### src/rtl/btn_debounce_repeat.sv
// Push-button conditioner: two-flop synchroniser, debounce FSM, and press/release/step pulses
// with optional auto-repeat while the button is held.
module btn_debounce_repeat #(
  parameter int DEBOUNCE_CYCLES = 50000,
  parameter int REPEAT_DELAY    = 25000000,
  parameter int REPEAT_PERIOD   = 5000000,
  parameter int CNT_W           = 26
) (
  input  logic CLK,
  input  logic BTN_RST,
  input  logic btn_raw,
  output logic btn_level,
  output logic press_pulse,
  output logic release_pulse,
  output logic step_pulse
);

  typedef enum logic [1:0] {
    IDLE        = 2'd0,
    ARM_PRESS   = 2'd1,
    HELD        = 2'd2,
    ARM_RELEASE = 2'd3
  } state_t;

  localparam logic [CNT_W-1:0] DB_LAST   = CNT_W'(DEBOUNCE_CYCLES - 1);
  localparam logic [CNT_W-1:0] RD_LAST   = CNT_W'((REPEAT_DELAY > 0) ? (REPEAT_DELAY - 1) : 0);
  localparam logic [CNT_W-1:0] RP_LAST   = CNT_W'(REPEAT_PERIOD - 1);
  localparam bit               REPEAT_EN = (REPEAT_DELAY > 0);

  logic             s1_q;
  logic             s2_q;
  state_t           state_q;
  logic [CNT_W-1:0] dcnt_q;
  logic [CNT_W-1:0] rcnt_q;
  logic             first_q;
  logic             level_q;
  logic             press_q;
  logic             release_q;
  logic             step_q;
  logic [CNT_W-1:0] rtarget_d;

  // Metastability guard; only s2_q is seen by the FSM.
  always_ff @(posedge CLK) begin
    if (BTN_RST) begin
      s1_q <= 1'b0;
      s2_q <= 1'b0;
    end else begin
      s1_q <= btn_raw;
      s2_q <= s1_q;
    end
  end

  // First repeat after a press waits REPEAT_DELAY, later ones REPEAT_PERIOD.
  assign rtarget_d = first_q ? RD_LAST : RP_LAST;

  always_ff @(posedge CLK) begin
    if (BTN_RST) begin
      state_q   <= IDLE;
      dcnt_q    <= '0;
      rcnt_q    <= '0;
      first_q   <= 1'b0;
      level_q   <= 1'b0;
      press_q   <= 1'b0;
      release_q <= 1'b0;
      step_q    <= 1'b0;
    end else begin
      press_q   <= 1'b0;
      release_q <= 1'b0;
      step_q    <= 1'b0;
      case (state_q)
        IDLE: begin
          if (s2_q) begin
            state_q <= ARM_PRESS;
            dcnt_q  <= '0;
          end
        end
        ARM_PRESS: begin
          if (!s2_q) begin
            state_q <= IDLE;
            dcnt_q  <= '0;
          end else if (dcnt_q == DB_LAST) begin
            state_q <= HELD;
            dcnt_q  <= '0;
            level_q <= 1'b1;
            press_q <= 1'b1;
            step_q  <= 1'b1;
            rcnt_q  <= '0;
            first_q <= 1'b1;
          end else begin
            dcnt_q <= dcnt_q + CNT_W'(1);
          end
        end
        HELD: begin
          if (!s2_q) begin
            // rcnt_q and first_q stay frozen so a release bounce keeps repeat phase.
            state_q <= ARM_RELEASE;
            dcnt_q  <= '0;
          end else if (REPEAT_EN) begin
            if (rcnt_q == rtarget_d) begin
              step_q  <= 1'b1;
              rcnt_q  <= '0;
              first_q <= 1'b0;
            end else begin
              rcnt_q <= rcnt_q + CNT_W'(1);
            end
          end
        end
        ARM_RELEASE: begin
          if (s2_q) begin
            state_q <= HELD;
            dcnt_q  <= '0;
          end else if (dcnt_q == DB_LAST) begin
            state_q   <= IDLE;
            dcnt_q    <= '0;
            rcnt_q    <= '0;
            first_q   <= 1'b0;
            level_q   <= 1'b0;
            release_q <= 1'b1;
          end else begin
            dcnt_q <= dcnt_q + CNT_W'(1);
          end
        end
        default: begin
          state_q <= IDLE;
          dcnt_q  <= '0;
          rcnt_q  <= '0;
          first_q <= 1'b0;
          level_q <= 1'b0;
        end
      endcase
    end
  end

  assign btn_level     = level_q;
  assign press_pulse   = press_q;
  assign release_pulse = release_q;
  assign step_pulse    = step_q;

endmodule

### config.mk
export PLATFORM = sky130hd
export DESIGN_NAME = btn_debounce_repeat
export DESIGN_NICKNAME = d
export VERILOG_FILES = /design/src/rtl/btn_debounce_repeat.sv
export SDC_FILE = /design/constraint.sdc
export NUM_CORES = 1
export LEC_CHECK = 0
export BUFFER_PORTS_ARGS = -buffer_cell sky130_fd_sc_hd__clkbuf_2
export CORE_ASPECT_RATIO = 0.9
export CORE_MARGIN = 3
export CORE_UTILIZATION = 30
export CTS_CLUSTER_DIAMETER = 100
export DETAILED_ROUTE_END_ITERATION = 8
export GPL_TIMING_DRIVEN = 0
export SYNTH_ARGS = -nofsm -noshare
export SYNTH_HDL_FRONTEND = slang
export SYNTH_SLANG_ARGS = --single-unit
### constraint.sdc
create_clock -name CLK -period 2.6 [get_ports CLK]
set_input_delay 0.26 -clock CLK [delete_from_list [all_inputs] [get_ports CLK]]
set_output_delay 0.26 -clock CLK [all_outputs]
set_load 0.05 [all_outputs]
# Word level (Yosys, flattened, before mapping)
# Cells that the tools add are included.
[op_classes] n_addsub=2 n_eq_ne=15 n_mux=33 n_bitwise=2 reduce_logical=10
[op_table] op="$mux W26" count=10
[op_table] op="$pmux W26 S4" count=1
[op_table] op="$pmux W26 S3" count=1
[op_table] op="$add A26 B1 Y26 const B" count=2
[op_table] op="$eq A26 B16 Y1 const B" count=1
[op_table] op="$eq A26 B25 Y1" count=1
[op_table] op="$mux W25" count=1
[op_table] op="$ne A2 B2 Y1 const B" count=8
[op_table] op="$mux W2" count=6
[op_table] op="$mux W1" count=10
[op_table] op="$pmux W2 S4" count=1
[op_table] op="$reduce_and A4 Y1" count=2
[op_table] op="$reduce_and A7 Y1" count=1
[op_table] op="$ne A3 B3 Y1 const B" count=2
[op_table] op="$reduce_and A5 Y1" count=1
[op_table] op="$eq A2 B2 Y1 const B" count=2
[op_table] op="$pmux W1 S2" count=2
[op_table] op="$pmux W1 S3" count=1
[op_table] op="$reduce_bool A3 Y1" count=1
[op_table] op="$reduce_or A3 Y1" count=1
[op_table] op="$eq A2 B1 Y1 const B" count=1
[op_table] op="$logic_not A2 Y1" count=1
[op_table] op="$not A1 Y1" count=2
[op_table] op="$reduce_and A2 Y1" count=1
[op_table] op="2 further kinds" count=2
[word_totals] register_bits=61 in_bits=3 out_inout_bits=4

# Depth between registers and ports, before layout
[logic_depth] ltp_word=5 mapped_depth=9 mapped_depth_nobuf=7

# Least setup slack after synthesis
# Ideal clock, no wire load.
[synth_timing] kind="register to register" start="reg state_q[0]" end="reg dcnt_q[16]" setup_time_ns=0.075 t_arrival_ns=2.139 required_ns=2.525 slack_ns=0.387 stages_incl_launch_ff=9 path_buffers=1 period_less_slack_ns=2.213 path_cell_list="dfxtp_1 > inv_1 > ha_1 > buf_2 > mux2_4 > nor3_4 > nand3_2 > or4b_1 > a31oi_1"
[synth_between] elab_chain_cells=3
[synth_lines] element="start, declared" line_no="32" text="state_t state_q;"
[synth_lines] element="start signal, assigned" line_no="58" text="state_q <= IDLE;"
[synth_lines] element="start signal, assigned" line_no="73" text="state_q <= ARM_PRESS;"
[synth_lines] element="start signal, assigned" line_no="79" text="state_q <= IDLE;"
[synth_lines] element="$eq A2 B2 Y1 / $logic_not A2 Y1 (equally long branches)" line_no="70" text="case (state_q)"
[synth_lines] element="$ne A2 B2 Y1 (no source line)"
[synth_lines] element="$reduce_and A2 Y1 (no source line)"
[synth_lines] element="end signal, assigned" line_no="90" text="dcnt_q <= dcnt_q + CNT_W'(1);"
[synth_lines] element="end signal, assigned" line_no="120" text="dcnt_q <= dcnt_q + CNT_W'(1);"
[synth_lines] element="end, declared" line_no="33" text="logic [CNT_W-1:0] dcnt_q;"
# Parallel ways exist; a longest one is shown, timed or not.
# A chain may end at the register's enable or synchronous reset.

# Worst setup path in the final report
[layout_timing] start="reg rcnt_q[0]" end="reg rcnt_q[24]"
[layout_between] elab_chain_cells=4
[layout_lines] element="start, declared" line_no="34" text="logic [CNT_W-1:0] rcnt_q;"
[layout_lines] element="start signal, assigned" line_no="104" text="rcnt_q <= rcnt_q + CNT_W'(1);"
[layout_lines] element="$add A26 B1 Y26 / $eq A26 B25 Y1 (equally long branches)" line_no="104, 99"
[layout_lines] element="$mux W26 (*)" line_no="99" text="if (rcnt_q == rtarget_d) begin"
[layout_lines] element="$mux W26 (*)" line_no="94" text="if (!s2_q) begin"
[layout_lines] element="$pmux W26 S3 (*)" line_no="70"
# Mark *: on every way between the ends. The rest lies on a longest branch, timed or not. The select of a mux whose other input is x is not followed.

==> impl_metrics.toml <==
[timing]
rsz0062_at_grt = "false"
finClkSkew_ns = 0.00503
whs_ns = 0.154
final.min_clock_period_ns = 2.41
setup_violations = 0
finalCritPeriodShare_pct = 92.5
tightest_slew_ns = 0.723
slew_headroom_pct = 50.5
layout_setup_ws_ns = 0.195
slew_viol_final = 0
clock.fmax_mhz = 416
hold_viol = 0

[clock_tree]
cts_sinks = 61
root_buffer = "clkbuf_16"
cts_hold_buf = 0
tritoncts = "yes"
postCtsSetupBuffers = 0
clkTransAtPathRegs_ns = 0.05
clock_latency_ns = 0.33
cts_buffer_depth = 2
cts_buffers = 9
htree_num_levels = 3

[floorplan]
rows = 37
fp.dieW_um = 121
die_h_um = 109
dieArea_sq_um = 13200
initial_core_util_pct = 30.9
io_pins = 7
coreArea_sq_um = 11500

[setup_path]
critPathCaptureType = "flop"
slowest_stage = "dfxtp_1"
worst-setup-path-type = "reg2reg"
slowest_delay_ns = 0.45
critPathBufInv = 3
worstPathCellList = "ha_1 -> inv_1 -> nor3_1 -> o2111ai_1 -> clkbuf_1 -> buf_2 -> nand4_1 -> o211ai_1"
cp-start-kind = "flop"
crit_family = "buffers and inverters"
crit_arrival_ns = 2.60
crit_required_ns = 2.79
crit_fanout = 10

[synth]
synth-main-ff-cell = "dfxtp_1"
synth_cells = 437
yosys-top-cells-area = "dfxtp_1 34%, nand4_1 6.0%, nand3_1 4.2%, xor2_1 3.9%, nor2_1 3.8%"
async_reset_ff_share_pct = 0
ys_types = 53
syn-cell-area_sq_um = 3550
synth-seq-area-share_pct = 34.4
yosys_warnings = 0
yosys.area.top_type = "dfxtp_1"
synth-edff-count = 0
synth_top_area_share_pct = 34.4
synth.net_count = 447
ys_ff_latch = 61
syn_avg_cell_area_sq_um = 8.13

[detailed_routing]
drt-total-wl_um = 9880
avgRoutedWirePerCell_um = 16.1
vias_per_cell = 5.69
ant_nets = 0
first_pass_iters = 5
first_iter_violations = 234
drc = 0
route.vias.total = 3498

[finish]
drive_gt1_share_pct = 9.37
utilization_pct = 35.8
mostFrequentLayoutCell = "dfxtp_1"
final_cells = 615
final_cell_mix = "61 x dfxtp_1, 36 x nor2_1, 34 x nand4_1"
antenna_cells = 0
finalNetCount = 464
syn_to_final_growth_pct = 15.7

[global_route]
first_global_vias = 3348
grt_overflow_total = 0
grt_pass1_wl_um = 16500
antenna_found_initial = 0
grt_start_max_net_pins = 12
track_usage_pct = 15.4

[placed_design]
gp_congestion = 0.862
dp_slack_ns = -0.0561
hpwl_um = 6840
dp.cells = 599
numPortBuffers = 6

[power_and_ir_drop]
power_density_nw_per_um2 = 584
p_leak_uw = 0.00132
vdd_drop_max_mv = 0.266

[run_status]
status = "finished, final reports clean"

[job]
cap_violations = 0

[worst_hold_path]
hold_path_class = "in2reg"
[sequential cells by signal, summed over array words and instances, names as in the netlist, named ones only]
| name | count |
|---|---|
| rcnt_q | 26 |
| s1_q | 1 |
| step_pulse | 1 |
| s2_q | 1 |
| press_pulse | 1 |
| btn_level | 1 |
| state_q | 1 |
| dcnt_q | 26 |
| release_pulse | 1 |
| first_q | 1 |
[kinds of logic after synthesis]
logic type	synth area share (%)
mux	0.987
buf+inv	5.25
simple gates	36.4
flops	34.4
fa+ha+maj	2.47
compound gates	16.0
xor+xnor	4.44
[power breakdown]
part | switching [uW] | internal (uW) | leakage (uW)
logic | 119 | 38.0 | 0.000665
registers | 8.13 | 942 | 0.000492
clock network | 431 | 862 | 0.000158
total | 558 | 1840 | 0.00132
[synthesized netlist by cell type (7+ instances only)]
master,n
dfxtp_1,61
nor2_1,36
nand4_1,34
nand2_1,30
nand3_1,30
clkbuf_1,18
inv_1,18
o21ai_0,18
nor2b_1,17
xor2_1,16
o211ai_1,15
or3_1,14
and3_1,12
a21oi_1,9
and4_1,9
nor4_1,9
buf_2,8
ha_1,7
nor3_1,7
o311ai_0,7
[routing by layer]
| metal | vias up | global-route usage (%) | wire [um] | part of all wire [%] |
|---|---|---|---|---|
| met5 | - | 0 | 0 | 0 |
| met4 | 0 | 6.72 | 134 | 1.4 |
| met3 | 11 | 2.80 | 577 | 5.8 |
| met2 | 113 | 23.6 | 4330 | 44 |
| met1 | 1677 | 21.4 | 4840 | 49 |
| li1 | 1697 | - | - | - |
[path summary, 6_finish.rpt]
check        startpoint    endpoint  slack (ns)  cells after the start
max           rcnt_q[0]  rcnt_q[24]        0.19                      8
min             btn_raw        s1_q        0.15                      2
max reg2reg   rcnt_q[0]  rcnt_q[24]        0.19                      8
min reg2reg        s1_q        s2_q        0.45                      1
[cell type report]
class	count	area [sq um]
fill	1211	7370
multi-input combinational	331	2150
sequential	61	1220
clock buffer	10	239
tap	156	195
buffer	27	123
clock inverter	6	86.3
inverter	18	67.6
timing repair buffer	6	30.0
[worst register-to-register path: stages (launching register included)]
cell,delay [ns]
dfxtp_1,0.45
ha_1,0.23
inv_1,0.10
nor3_1,0.28
o2111ai_1,0.31
clkbuf_1,0.37
buf_2,0.30
nand4_1,0.11
o211ai_1,0.11
[timing repair]
action	CTS	global route
resized for setup	1	7
endpoints found under the hold margin	0	0
endpoints found under the setup margin	10	30
cloned	0	0
pin swaps	0	1
[metrics by stage]
stage                     area (sq um)  TNS, ns  total power, uW
final                             4110        0             2400
after floorplan                   3550        0             1070
after global routing              4110        0             2490
after detailed placement          3780   -0.365             1120
after CTS                         4110        0             2430
after global placement            3780  -0.0645             1120
Power figures use the tool's default switching activity.
